**config.mk**
```make
export PLATFORM = sky130hd
export DESIGN_NAME = card_dealer_flat
export DESIGN_NICKNAME = d
export VERILOG_FILES = /design/src/rtl/card_dealer_if.sv /design/src/rtl/card_dealer.sv /design/src/flat_wrapper.sv
export SDC_FILE = /design/constraint.sdc
export NUM_CORES = 1
export LEC_CHECK = 0
export ABC_CLOCK_PERIOD_IN_PS = 6200
export CAP_MARGIN = 20
export CELL_PAD_IN_SITES_DETAIL_PLACEMENT = 0
export CELL_PAD_IN_SITES_GLOBAL_PLACEMENT = 1
export CORE_MARGIN = 8
export CORE_UTILIZATION = 51
export DETAILED_ROUTE_END_ITERATION = 8
export GPL_TIMING_DRIVEN = 0
export PLACE_DENSITY_LB_ADDON = 0.1
export SYNTH_ARGS = -nofsm -noshare
export SYNTH_HDL_FRONTEND = slang
export SYNTH_SLANG_ARGS = --single-unit
```
**constraint.sdc**
```tcl
create_clock -name i_clk -period 6.2 [get_ports i_clk]
set_input_delay 0.93 -clock i_clk [delete_from_list [all_inputs] [get_ports i_clk]]
set_output_delay 0.93 -clock i_clk [all_outputs]
set_load 0.01 [all_outputs]
```
**src/rtl/card_dealer_if.sv**
```systemverilog
// Request/card bus between the card dealer and its consumer (hand controller or bench).
interface card_dealer_if;
  logic       i_deal_req;
  logic       i_shuffle;
  logic       o_ready;
  logic [4:0] o_card;
  logic [5:0] o_card_index;
  logic       o_card_valid;
  logic [5:0] o_cards_left;
  logic       o_empty;

  modport master (
    output i_deal_req, i_shuffle,
    input  o_ready, o_card, o_card_index, o_card_valid, o_cards_left, o_empty
  );

  modport slave (
    input  i_deal_req, i_shuffle,
    output o_ready, o_card, o_card_index, o_card_valid, o_cards_left, o_empty
  );
endinterface

```
**src/rtl/card_dealer.sv**
```systemverilog
// 52-card deck: deals a random undealt card per request, then strobes its blackjack value.
// Optional CARD_DEALER_STACKED_DECK_EN deals cards in index order instead of LFSR order.
module card_dealer (
  input  logic         i_clk,
  input  logic         i_reset,
  card_dealer_if.slave bus
);

  typedef enum logic [2:0] {
    S_IDLE,
    S_SEARCH,
    S_PRESENT,
    S_PULSE,
    S_EMPTY
  } state_t;

  state_t      state_q, state_d;
  logic [51:0] used_q, used_d;
  logic [5:0]  probe_q, probe_d;
  logic [5:0]  left_q, left_d;
  logic [7:0]  lfsr_q, lfsr_d;
  logic [4:0]  card_q, card_d;
  logic [5:0]  idx_q, idx_d;
  logic        valid_q, valid_d;
  logic [5:0]  cand;

  function automatic logic [4:0] bj_value(input logic [5:0] idx);
    logic [5:0] rank;
    rank = idx % 6'd13;
    bj_value = (rank >= 6'd9) ? 5'd10 : rank[4:0] + 5'd1;
  endfunction

  // x^8+x^6+x^5+x^4+1, shifting toward the MSB
  assign lfsr_d = {lfsr_q[6:0], lfsr_q[7] ^ lfsr_q[5] ^ lfsr_q[4] ^ lfsr_q[3]};

`ifdef CARD_DEALER_STACKED_DECK_EN
  assign cand = 6'd52 - left_q;
`else
  assign cand = (lfsr_q[5:0] >= 6'd52) ? lfsr_q[5:0] - 6'd52 : lfsr_q[5:0];
`endif

  always_comb begin
    state_d = state_q;
    used_d  = used_q;
    probe_d = probe_q;
    left_d  = left_q;
    card_d  = card_q;
    idx_d   = idx_q;
    unique case (state_q)
      S_IDLE: begin
        if (bus.i_deal_req && left_q != 6'd0) begin
          probe_d = cand;
          state_d = S_SEARCH;
        end
      end
      S_SEARCH: begin
        if (!used_q[probe_q]) begin
          used_d[probe_q] = 1'b1;
          left_d  = left_q - 6'd1;
          card_d  = bj_value(probe_q);
          idx_d   = probe_q;
          state_d = S_PRESENT;
        end else begin
          probe_d = (probe_q == 6'd51) ? 6'd0 : probe_q + 6'd1;
        end
      end
      S_PRESENT: state_d = S_PULSE;
      S_PULSE:   state_d = (left_q == 6'd0) ? S_EMPTY : S_IDLE;
      S_EMPTY:   state_d = S_EMPTY;
      default:   state_d = S_IDLE;
    endcase
    // Shuffle aborts any in-flight search without touching the presented card.
    if (bus.i_shuffle) begin
      used_d  = '0;
      left_d  = 6'd52;
      card_d  = card_q;
      idx_d   = idx_q;
      state_d = S_IDLE;
    end
    valid_d = (state_d == S_PULSE);
  end

  always_ff @(posedge i_clk or posedge i_reset) begin
    if (i_reset) begin
      state_q <= S_IDLE;
      used_q  <= '0;
      probe_q <= '0;
      left_q  <= 6'd52;
      lfsr_q  <= 8'hA5;
      card_q  <= '0;
      idx_q   <= '0;
      valid_q <= 1'b0;
    end else begin
      state_q <= state_d;
      used_q  <= used_d;
      probe_q <= probe_d;
      left_q  <= left_d;
      lfsr_q  <= lfsr_d;
      card_q  <= card_d;
      idx_q   <= idx_d;
      valid_q <= valid_d;
    end
  end

  assign bus.o_ready      = (state_q == S_IDLE) && (left_q != 6'd0);
  assign bus.o_card       = card_q;
  assign bus.o_card_index = idx_q;
  assign bus.o_card_valid = valid_q;
  assign bus.o_cards_left = left_q;
  assign bus.o_empty      = (left_q == 6'd0);

endmodule

```
**src/flat_wrapper.sv**
```systemverilog
// flat-port wrapper written by rule: the top's interface ports become plain ports
module card_dealer_flat 
  (i_clk, i_reset, bus_i_deal_req, bus_i_shuffle, bus_o_ready, bus_o_card, bus_o_card_index, bus_o_card_valid, bus_o_cards_left, bus_o_empty);
  card_dealer_if bus_i ();
  input  logic i_clk;
  input  logic i_reset;
  input wire logic [$bits(bus_i.i_deal_req)-1:0] bus_i_deal_req;
  input wire logic [$bits(bus_i.i_shuffle)-1:0] bus_i_shuffle;
  output wire logic [$bits(bus_i.o_ready)-1:0] bus_o_ready;
  output wire logic [$bits(bus_i.o_card)-1:0] bus_o_card;
  output wire logic [$bits(bus_i.o_card_index)-1:0] bus_o_card_index;
  output wire logic [$bits(bus_i.o_card_valid)-1:0] bus_o_card_valid;
  output wire logic [$bits(bus_i.o_cards_left)-1:0] bus_o_cards_left;
  output wire logic [$bits(bus_i.o_empty)-1:0] bus_o_empty;
  assign bus_i.i_deal_req = bus_i_deal_req;
  assign bus_i.i_shuffle = bus_i_shuffle;
  assign bus_o_ready = bus_i.o_ready;
  assign bus_o_card = bus_i.o_card;
  assign bus_o_card_index = bus_i.o_card_index;
  assign bus_o_card_valid = bus_i.o_card_valid;
  assign bus_o_cards_left = bus_i.o_cards_left;
  assign bus_o_empty = bus_i.o_empty;
  card_dealer u_core (.i_clk(i_clk), .i_reset(i_reset), .bus(bus_i));
endmodule
```
==> results_dict.tcl, run 1 <==
set metrics [dict create \
    status "complete, no violations" \
    cts-hold-fix-buffers 0 \
    hold_viol 0 \
    grt_overflow 0 \
    syn_nets 500 \
    synth_top_area_cell "dfrtp_1" \
    cp-end-kind "flop" \
    p_sw_frac 0.4173 \
    power.density_nw_per_um2 434.4 \
    clk_pin_slew_ns 0.09 \
    netlist.area_leader.share 0.4240 \
    synth_async_sr_flop_share 1.000 \
    cts_resized 0 \
    grt_util_met2 0.3320 \
    synth-seq-cells 87 \
    clock-sinks 87 \
    final_nets 535 \
    htreeDepth 3 \
    root_buffer "clkbuf_8" \
    grt_max_degree 68 \
    layout-drive-gt1-share 0.1046 \
    clkLatencyLatePin_ns 0.36 \
    drc 0 \
    yosysWarnings 0 \
    p_sw_mw 0.9733 \
    start_util 0.5184 \
    antenna_left 0 \
    first_pass_iters 5 \
    fp.dieArea_sq_um 12590 \
    place_hpwl_mm 8.905 \
    grt_pass1_wl_mm 20.41 \
    rsz0062_at_grt "no" \
    start_kind "flop" \
    ys_seq_area_frac 0.4629 \
    die_h_microns 112.2 \
    crit_type "flop to flop" \
    fmax_mhz 222.0 \
    min_period_ns 4.505 \
    viasPerCell 6.041 \
    synth_common_cells "dfrtp_1 (80), inv_1 (58), o22ai_1 (48)" \
    first_iter_violations 318 \
    drv_cap 0 \
    synth_cell_types 66 \
    path_max_fanout 10 \
    synth_area_leaders "dfrtp_1 (42%), o22ai_1 (6.4%), inv_1 (4.6%), dfstp_2 (3.9%), mux4_2 (2.9%)" \
    syn_inst 486 \
    drv_slew 0 \
    pwr-share-clk 0.210 \
    syn_to_final_growth_pct 13.70 \
    row_count 35 \
    seq_power_share 0.300 \
    cts_tree "yes" \
    ys.flop_type "dfrtp_1" \
    leakage_nw 2.139 \
    routabilityCongestion 0.9016 \
    core_area_sq_um 9109 \
    internal_power_mw 1.359 \
    postCtsSetupRepairBufs 0 \
    clk_path_buf_depth 2 \
    grt_use_met1 0.2698 \
    synth-edff-count 0 \
    required_ns 6.47 \
    critPathArrivalTime_ns 4.77 \
    netlist_area_sq_um 4722 \
    clock_skew_ns 0.01167 \
    avgSynthCellArea_sq_um 9.716 \
    relSlewSlack 0.4460 \
    finalCritPeriodShare 0.7266 \
    cts_made_buffers 9 \
    met3_usage 0.03650 \
    wl_per_cell_microns 19.75 \
    portBuffers 23 \
    setup-violations-final 0 \
    grt.total_usage 0.2034 \
    yosysMostFrequentCell "dfrtp_1" \
    holdCritPathClass "flop to flop" \
    ios 24 \
    antenna_found_initial 0 \
    ir_drop_v 0.0001710 \
    drt_wl_total_mm 12.58 \
    grt_pass1_vias 3808 \
    whs_ns 0.3729 \
    power_frac_comb 0.490 \
    die_x_microns 112.2 \
    grt_busiest_layer "met2" \
    via_count 3848 \
    tightestPinTransition_ns 0.8181 \
    finalSetupTns_ns 0 \
    antennaDiodeCount 0 \
]
-- power by group through the flow --
stage	Combinational, mW	Clock [mW]	Sequential [mW]
floorplan	0.772	0	0.719
global placement	1.11	0	0.709
detailed placement	1.13	0	0.713
CTS	1.13	0.497	0.702
global route	1.25	0.515	0.711
finish	1.14	0.489	0.701
-- critical path, stage by stage, from the launching register on --
cell      delay (ns)
dfrtp_1         0.33
clkbuf_1        0.36
buf_2           0.31
clkbuf_1        0.45
nand2_1         0.14
a21oi_1         0.24
ha_1            0.18
clkbuf_1        0.30
nand2b_1        0.16
a21oi_1         0.09
a311oi_1        0.60
a21oi_1         0.17
o21ai_0         0.18
nand2_1         0.07
ha_1            0.23
inv_1           0.09
o211ai_1        0.09
o22ai_1         0.18
a211oi_1        0.07
o31ai_1         0.19
-- area by class of cell --
class	count	area [sq um]
inverters	58	220.2
fillers	817	3740
multi-input cells	308	2171
plain buffers	33	147.6
repair buffers	24	257.7
clock inverters	5	106.4
well taps	111	138.9
clock buffers	11	141.4
flip-flops and latches	87	2186
-- state kept, by name, summed over array words and instances, names as in the netlist --
signal	count
u_core.used_q	52
u_core.probe_q	6
u_core.bus.o_card_index	6
u_core.bus.o_card_valid	1
u_core.bus.o_card	5
u_core.bus.o_cards_left	6
u_core.lfsr_q	8
u_core.state_q	3
-- routing by layer --
| metal | wire, microns | part of all wire |
|---|---|---|
| met1 | 5781 | 0.46 |
| met4 | 207 | 0.016 |
| met5 | 0 | 0 |
| met2 | 5985 | 0.48 |
| met3 | 607 | 0.048 |
-- placed cells by master (no fill, tap or decap), drive strengths merged, types with 11 or more instances in the layout --
cell type,instances
a21oi,17
buf,13
clkbuf,32
clkdlybuf4s50,23
dfrtp,80
inv,58
mux2i,11
nand2,29
nand2b,14
nand3,12
nor2,31
o22ai,48
-- kinds of logic after synthesis --
| logic type | share of synthesized area |
|---|---|
| buffers and inverters | 0.07737 |
| adders and majority gates | 0.02650 |
| muxes | 0.07101 |
| AOI/OAI and AO/OA | 0.2125 |
| and+or+nand+nor | 0.1367 |
| DFF | 0.4629 |
| xor gates and xnor gates | 0.01298 |
-- through the flow --
step	util	setup WS (ns)	power, mW	std cells	instance area, sq um
5_1_grt	0.5894	1.239	2.472	637	5369
6_report	0.5894	1.695	2.332	637	5369
4_1_cts	0.5894	1.775	2.330	637	5369
3_3_place_gp	0.5589	1.715	1.824	620	5091
2_1_floorplan	-	2.523	1.491	486	4722
3_5_place_dp	0.5622	1.781	1.838	621	5121
-- worst paths after layout --
check | startpoint | cells after the start | slack, ns | end
max | u_core.probe_q[4]$_DFFE_PP0P_ | 19 | 1.69 | u_core.bus.o_card[2]$_DFFE_PP0P_
min | u_core.lfsr_q[6]$_DFF_PP0_ | 0 | 0.37 | u_core.lfsr_q[7]$_DFF_PP1_
max reg2reg | u_core.probe_q[4]$_DFFE_PP0P_ | 19 | 1.69 | u_core.bus.o_card[2]$_DFFE_PP0P_
min reg2reg | u_core.lfsr_q[6]$_DFF_PP0_ | 0 | 0.37 | u_core.lfsr_q[7]$_DFF_PP1_
max in group asynchronous | i_reset | 3 | 4.67 | u_core.bus.o_cards_left[2]$_DFFE_PP1P_
min in group asynchronous | i_reset | 2 | 0.87 | u_core.bus.o_card_index[2]$_DFFE_PP0P_
Power figures use the tool's default switching activity.
==> run 2, diff against run 1 <==
--- a/config.mk
+++ b/config.mk
@@ -5,12 +5,12 @@
 export SDC_FILE = /design/constraint.sdc
 export NUM_CORES = 1
 export LEC_CHECK = 0
-export ABC_CLOCK_PERIOD_IN_PS = 6200
+export ABC_CLOCK_PERIOD_IN_PS = 4600
 export CAP_MARGIN = 20
 export CELL_PAD_IN_SITES_DETAIL_PLACEMENT = 0
 export CELL_PAD_IN_SITES_GLOBAL_PLACEMENT = 1
 export CORE_MARGIN = 8
-export CORE_UTILIZATION = 51
+export CORE_UTILIZATION = 47
 export DETAILED_ROUTE_END_ITERATION = 8
 export GPL_TIMING_DRIVEN = 0
 export PLACE_DENSITY_LB_ADDON = 0.1
==> constraint.sdc (replaced) <==
create_clock -name i_clk -period 4.6 [get_ports i_clk]
set_input_delay 0.69 -clock i_clk [delete_from_list [all_inputs] [get_ports i_clk]]
set_output_delay 0.69 -clock i_clk [all_outputs]
set_load 0.01 [all_outputs]
==> results_dict.tcl, run 2 (synthesized netlist as in run 1, its figures left out) <==
set metrics [dict create \
    design_area_sq_um 5394 \
    final_nets 533 \
    portBuffers 23 \
    finalCritPeriodShare 0.9251 \
    top_register "u_core.used_q" \
    grt.total_usage 0.2038 \
    mostFrequentLayoutCells "dfrtp_1 (80), inv_1 (57), o22ai_1 (48), nor2_1 (31), nand2_1 (29)" \
    cpPeakStageDelay_ns 0.34 \
    highest_layer "met4" \
    whs_path_depth 0 \
    required_ns 4.88 \
    relSlewSlack 0.4532 \
    largestRegisters "u_core.used_q (52), u_core.lfsr_q (8)" \
    crit_type "flop to flop" \
    rsz0062_at_grt "no" \
    timing.rr.end "u_core.bus.o_card[2]$_DFFE_PP0P_" \
    drv_cap 0 \
    antenna_found_initial 0 \
    pwr-share-clk 0.207 \
    cts-hold-fix-buffers 0 \
    setup-violations-final 0 \
    fmax_mhz 235.0 \
    core_area_sq_um 9774 \
    cts_tree "yes" \
    clkLatencyLatePin_ns 0.37 \
    place_area_sq_um 5149 \
    cts_made_buffers 9 \
    drv_slew 0 \
    power.density_nw_per_um2 582.2 \
    p_sw_frac 0.4215 \
    drt_wl_total_mm 12.72 \
    row_count 36 \
    cp-end-kind "flop" \
    first_iter_violations 312 \
    leakage_nw 2.144 \
    clk_pin_slew_ns 0.09 \
    min_period_ns 4.256 \
    via_count 3775 \
    first_pass_iters 5 \
    p_sw_mw 1.324 \
    ir_drop_v 0.0002496 \
    finalSetupTns_ns 0 \
    status "complete, no violations" \
    die_h_microns 116.2 \
    wl_per_cell_microns 19.35 \
    largest_reg_flops 52 \
    clock-sinks 87 \
    cp_cell_sequence "buf_2 -> buf_2 -> buf_4 -> clkbuf_2 -> nor3_1 -> a21oi_1 -> ha_1 -> clkbuf_1 -> nand2b_1 -> nand3_1 -> a21oi_1 -> or2_2 -> a311o_1 -> o21a_1 -> ha_1 -> inv_1 -> o211ai_1 -> o22ai_1 -> a211oi_1 -> o31ai_1" \
    drc 0 \
    r2r-start "u_core.probe_q[2]$_DFFE_PP0P_" \
    start_util 0.4831 \
    clock_skew_ns 0.01303 \
    antenna_left 0 \
    die_x_microns 116.2 \
    ios 24 \
    viasPerCell 5.746 \
    routed-wl-met3_microns 546 \
    start_kind "flop" \
    slowest_stage "or2_2" \
    htreeDepth 3 \
    internal_power_mw 1.817 \
    grt_max_degree 68 \
    seq_power_share 0.305 \
    holdCritPathClass "flop to flop" \
    grt_pass1_wl_mm 20.93 \
    rr_worst_depth 20 \
    holdPathEnd "u_core.lfsr_q[7]$_DFF_PP1_" \
    min-delay-start "u_core.lfsr_q[6]$_DFF_PP0_" \
    wl_met2_mm 6.018 \
    fp.dieArea_sq_um 13510 \
    place_hpwl_mm 9.100 \
    wl_met1_mm 5.950 \
    syn_to_final_growth_pct 14.23 \
    clk_path_buf_depth 2 \
    hold_viol 0 \
    layout-drive-gt1-share 0.1126 \
    final_util 0.5518 \
    grt_pass1_vias 3870 \
    grt_overflow 0 \
    path_max_fanout 10 \
    final_common_cell "dfrtp_1" \
    antennaDiodeCount 0 \
    r2r_slack_ns 0.34 \
    routabilityCongestion 0.8825 \
    critPathArrivalTime_ns 4.53 \
    power_frac_comb 0.488 \
    root_buffer "clkbuf_8" \
    postCtsSetupRepairBufs 0 \
    tightestPinTransition_ns 0.8074 \
]
==> run 2: power by group through the flow <==
stage	clock [mW]	sequential [mW]	combinational [mW]
after floorplan	0	0.970	1.04
after global placement	0	0.957	1.52
after detailed placement	0	0.962	1.53
after CTS	0.666	0.947	1.54
after global routing	0.698	0.975	1.70
final	0.649	0.958	1.53
==> run 2: final cells by class <==
| type | instances | area (sq um) |
|---|---|---|
| buffer | 31 | 142.6 |
| clock buffer | 9 | 123.9 |
| clock inverter | 7 | 120.1 |
| fill | 924 | 4380 |
| inverter | 58 | 220.2 |
| multi-input combinational | 308 | 2177 |
| sequential | 87 | 2186 |
| tap | 133 | 166.4 |
| timing repair buffer | 24 | 257.7 |
==> run 2: worst max path at each step <==
stage | from | endpoint | depth (start not counted)
final | u_core.probe_q[2]$_DFFE_PP0P_ | u_core.bus.o_card[2]$_DFFE_PP0P_ | 20
after detailed placement | u_core.probe_q[4]$_DFFE_PP0P_ | u_core.bus.o_card[2]$_DFFE_PP0P_ | 19
after global placement | u_core.probe_q[4]$_DFFE_PP0P_ | u_core.bus.o_card[2]$_DFFE_PP0P_ | 19
after global routing | u_core.probe_q[3]$_DFFE_PP0P_ | u_core.bus.o_card[2]$_DFFE_PP0P_ | 19
after floorplan | u_core.probe_q[4]$_DFFE_PP0P_ | u_core.bus.o_card[2]$_DFFE_PP0P_ | 19
after CTS | u_core.probe_q[4]$_DFFE_PP0P_ | u_core.bus.o_card[2]$_DFFE_PP0P_ | 19
==> run 2: through the flow <==
| step | setup WS [ns] | cells | total power, mW | hold slack [ns] |
|---|---|---|---|---|
| floorplan | 0.9230 | 486 | 2.010 | 0.3330 |
| global placement | 0.1835 | 642 | 2.478 | 0.3368 |
| detailed placement | 0.1429 | 643 | 2.491 | 0.3541 |
| CTS | 0.1086 | 659 | 3.149 | 0.3714 |
| global route | 0.01569 | 657 | 3.370 | 0.3711 |
| finish | 0.3443 | 657 | 3.140 | 0.3641 |
==> run 2: critical path, delay by kind of cell (launching register included) <==
kind                     cells  cell delay (ns)
AO/OA/AOI/OAI                8             1.35
adder cells (fa/ha/maj)      2             0.40
buffers and inverters        6             1.43
flip-flops                   1             0.33
AND/OR/NAND/NOR              4             0.66
==> run 2: metal layers <==
layer  vias up  global-route usage
li1       1813                   -
met3        20             0.03775
met4         0             0.07087
met1      1844              0.2725
met5         -                   0
met2        98              0.3243
==> run 2: repair_timing <==
item                       in CTS  in global routing
setup endpoints to repair       0                  2
hold endpoints to repair        0                  0
gates resized for setup         0                  5
==> run 3, diff against run 2 <==
--- a/config.mk
+++ b/config.mk
@@ -11,6 +11,7 @@
 export CELL_PAD_IN_SITES_GLOBAL_PLACEMENT = 1
 export CORE_MARGIN = 8
 export CORE_UTILIZATION = 47
+export CTS_BUF_LIST = sky130_fd_sc_hd__clkbuf_16
 export DETAILED_ROUTE_END_ITERATION = 8
 export GPL_TIMING_DRIVEN = 0
 export PLACE_DENSITY_LB_ADDON = 0.1
==> results_dict.tcl, run 3 (synthesized netlist as in run 1, its figures left out) <==
set metrics [dict create \
    internal_power_mw 1.988 \
    htreeDepth 3 \
    start_kind "flop" \
    fp.dieArea_sq_um 13510 \
    power.total_mw 3.338 \
    p_sw_mw 1.350 \
    leakage_nw 2.190 \
    clk_pin_slew_ns 0.06 \
    die_h_microns 116.2 \
    place_hpwl_mm 9.100 \
    clkLatencyLatePin_ns 0.34 \
    path_max_fanout 10 \
    routabilityCongestion 0.8825 \
    holdCritPathClass "flop to flop" \
    core_area_sq_um 9774 \
    clock-sinks 87 \
    drv_cap 0 \
    hold_viol 0 \
    post-place-ws_ns 0.1429 \
    regArea_sq_um 2186 \
    status "complete, no violations" \
    grt_pass1_vias 3873 \
    cts_made_buffers 9 \
    cp-end-kind "flop" \
    ios 24 \
    mostFrequentLayoutCells "dfrtp_1 (80), inv_1 (57), o22ai_1 (48), nor2_1 (31), nand2_1 (29)" \
    drt_wl_total_mm 12.75 \
    p_sw_frac 0.4043 \
    multi_input_area_sq_um 2177 \
    portBuffers 23 \
    antenna_found_initial 0 \
    clock_skew_ns 0.009746 \
    relSlewSlack 0.4567 \
    finalSetupTns_ns 0 \
    die_x_microns 116.2 \
    grt_pass1_wl_mm 21.01 \
    critPathArrivalTime_ns 4.51 \
    antenna_left 0 \
    grt.total_usage 0.2042 \
    min_period_ns 4.264 \
    layout-drive-gt1-share 0.1126 \
    tightestPinTransition_ns 0.8023 \
    power_frac_comb 0.460 \
    cts-hold-fix-buffers 0 \
    antennaDiodeCount 0 \
    setup-violations-final 0 \
    grt_max_degree 68 \
    fmax_mhz 234.5 \
    row_count 36 \
    largestRegisters "u_core.used_q (52), u_core.lfsr_q (8)" \
    finalCritPeriodShare 0.9270 \
    crit_type "flop to flop" \
    ir_drop_v 0.0002418 \
    final_nets 533 \
    pwr-share-clk 0.252 \
    root_buffer "clkbuf_16" \
    drc 0 \
    top_register "u_core.used_q" \
    rsz0062_at_grt "no" \
    syn_to_final_growth_pct 16.38 \
    setup_ws_ns 0.3356 \
    grt_overflow 0 \
    drv_slew 0 \
    viasPerCell 5.787 \
    power.density_nw_per_um2 607.4 \
    fin_cells 657 \
    via_count 3802 \
    first_pass_iters 5 \
    required_ns 4.85 \
    dpl.cell_count 643 \
    whs_ns 0.3587 \
    first_iter_violations 325 \
    fillers 917 \
    start_util 0.4831 \
    cts_tree "yes" \
    clk_path_buf_depth 2 \
    wl_per_cell_microns 19.40 \
    seq_power_share 0.287 \
    largest_reg_flops 52 \
    final_common_cell "dfrtp_1" \
]
## run 3: cell counts in the layout (fill, tap and decap cells not counted)
No cell type changed its count.
## run 3: timing repair
item                                   in CTS  in global routing
resized for setup                           0                  5
endpoints found under the hold margin       0                  0
setup endpoints to repair                   0                  2
buffers inserted                            0                  0
## run 3: power groups by stage
stage	registers (mW)	clock network, mW	logic (mW)
global route	0.977	0.893	1.70
finish	0.959	0.843	1.54
CTS	0.948	0.863	1.54
global placement	0.957	0	1.52
detailed placement	0.962	0	1.53
floorplan	0.970	0	1.04
## run 3: final timing paths
path	end	depth (start not counted)	from	slack, ns
worst max-delay path	u_core.bus.o_card[2]$_DFFE_PP0P_	20	u_core.probe_q[2]$_DFFE_PP0P_	0.34
worst min-delay path	u_core.lfsr_q[7]$_DFF_PP1_	0	u_core.lfsr_q[6]$_DFF_PP0_	0.36
worst max register to register	u_core.bus.o_card[2]$_DFFE_PP0P_	20	u_core.probe_q[2]$_DFFE_PP0P_	0.34
worst min register to register	u_core.lfsr_q[7]$_DFF_PP1_	0	u_core.lfsr_q[6]$_DFF_PP0_	0.36
max in group asynchronous	u_core.bus.o_cards_left[2]$_DFFE_PP1P_	3	i_reset	3.27
min in group asynchronous	u_core.bus.o_card_index[3]$_DFFE_PP0P_	2	i_reset	0.66
## run 3: cell type report
class / count / share of cell area
plain buffers: 31 / 0.02596
clock buffers: 9 / 0.04098
clock inverters: 7 / 0.02186
inverters: 58 / 0.04007
multi-input cells: 308 / 0.3962
flip-flops and latches: 87 / 0.3978
well taps: 133 / 0.03028
repair buffers: 24 / 0.04690
## run 3: worst max-delay path, stage by stage (launching register included)
cell and delay, ns:
dfrtp_1 0.32, buf_2 0.21, buf_2 0.29, buf_4 0.25, clkbuf_2 0.29, nor3_1 0.10, a21oi_1 0.24, ha_1 0.19
clkbuf_1 0.30, nand2b_1 0.10, nand3_1 0.13, a21oi_1 0.13, or2_2 0.34, a311o_1 0.32, o21a_1 0.12, ha_1 0.21
inv_1 0.09, o211ai_1 0.08, o22ai_1 0.19, a211oi_1 0.07, o31ai_1 0.20
## run 3: per-stage QoR
| stage | util | area [sq um] |
|---|---|---|
| 3_5_place_dp | 0.5268 | 5149 |
| 6_report | 0.5622 | 5495 |
| 3_3_place_gp | 0.5237 | 5119 |
| 5_1_grt | 0.5622 | 5495 |
| 4_1_cts | 0.5621 | 5494 |
| 2_1_floorplan | - | 4722 |
## run 3: per-layer routing
metal	global-route usage	part of all wire	up-vias
met5	0	0	-
met4	0.07260	0.016	0
met3	0.03516	0.041	17
met2	0.3240	0.47	86
met1	0.2749	0.47	1882
li1	-	-	1817
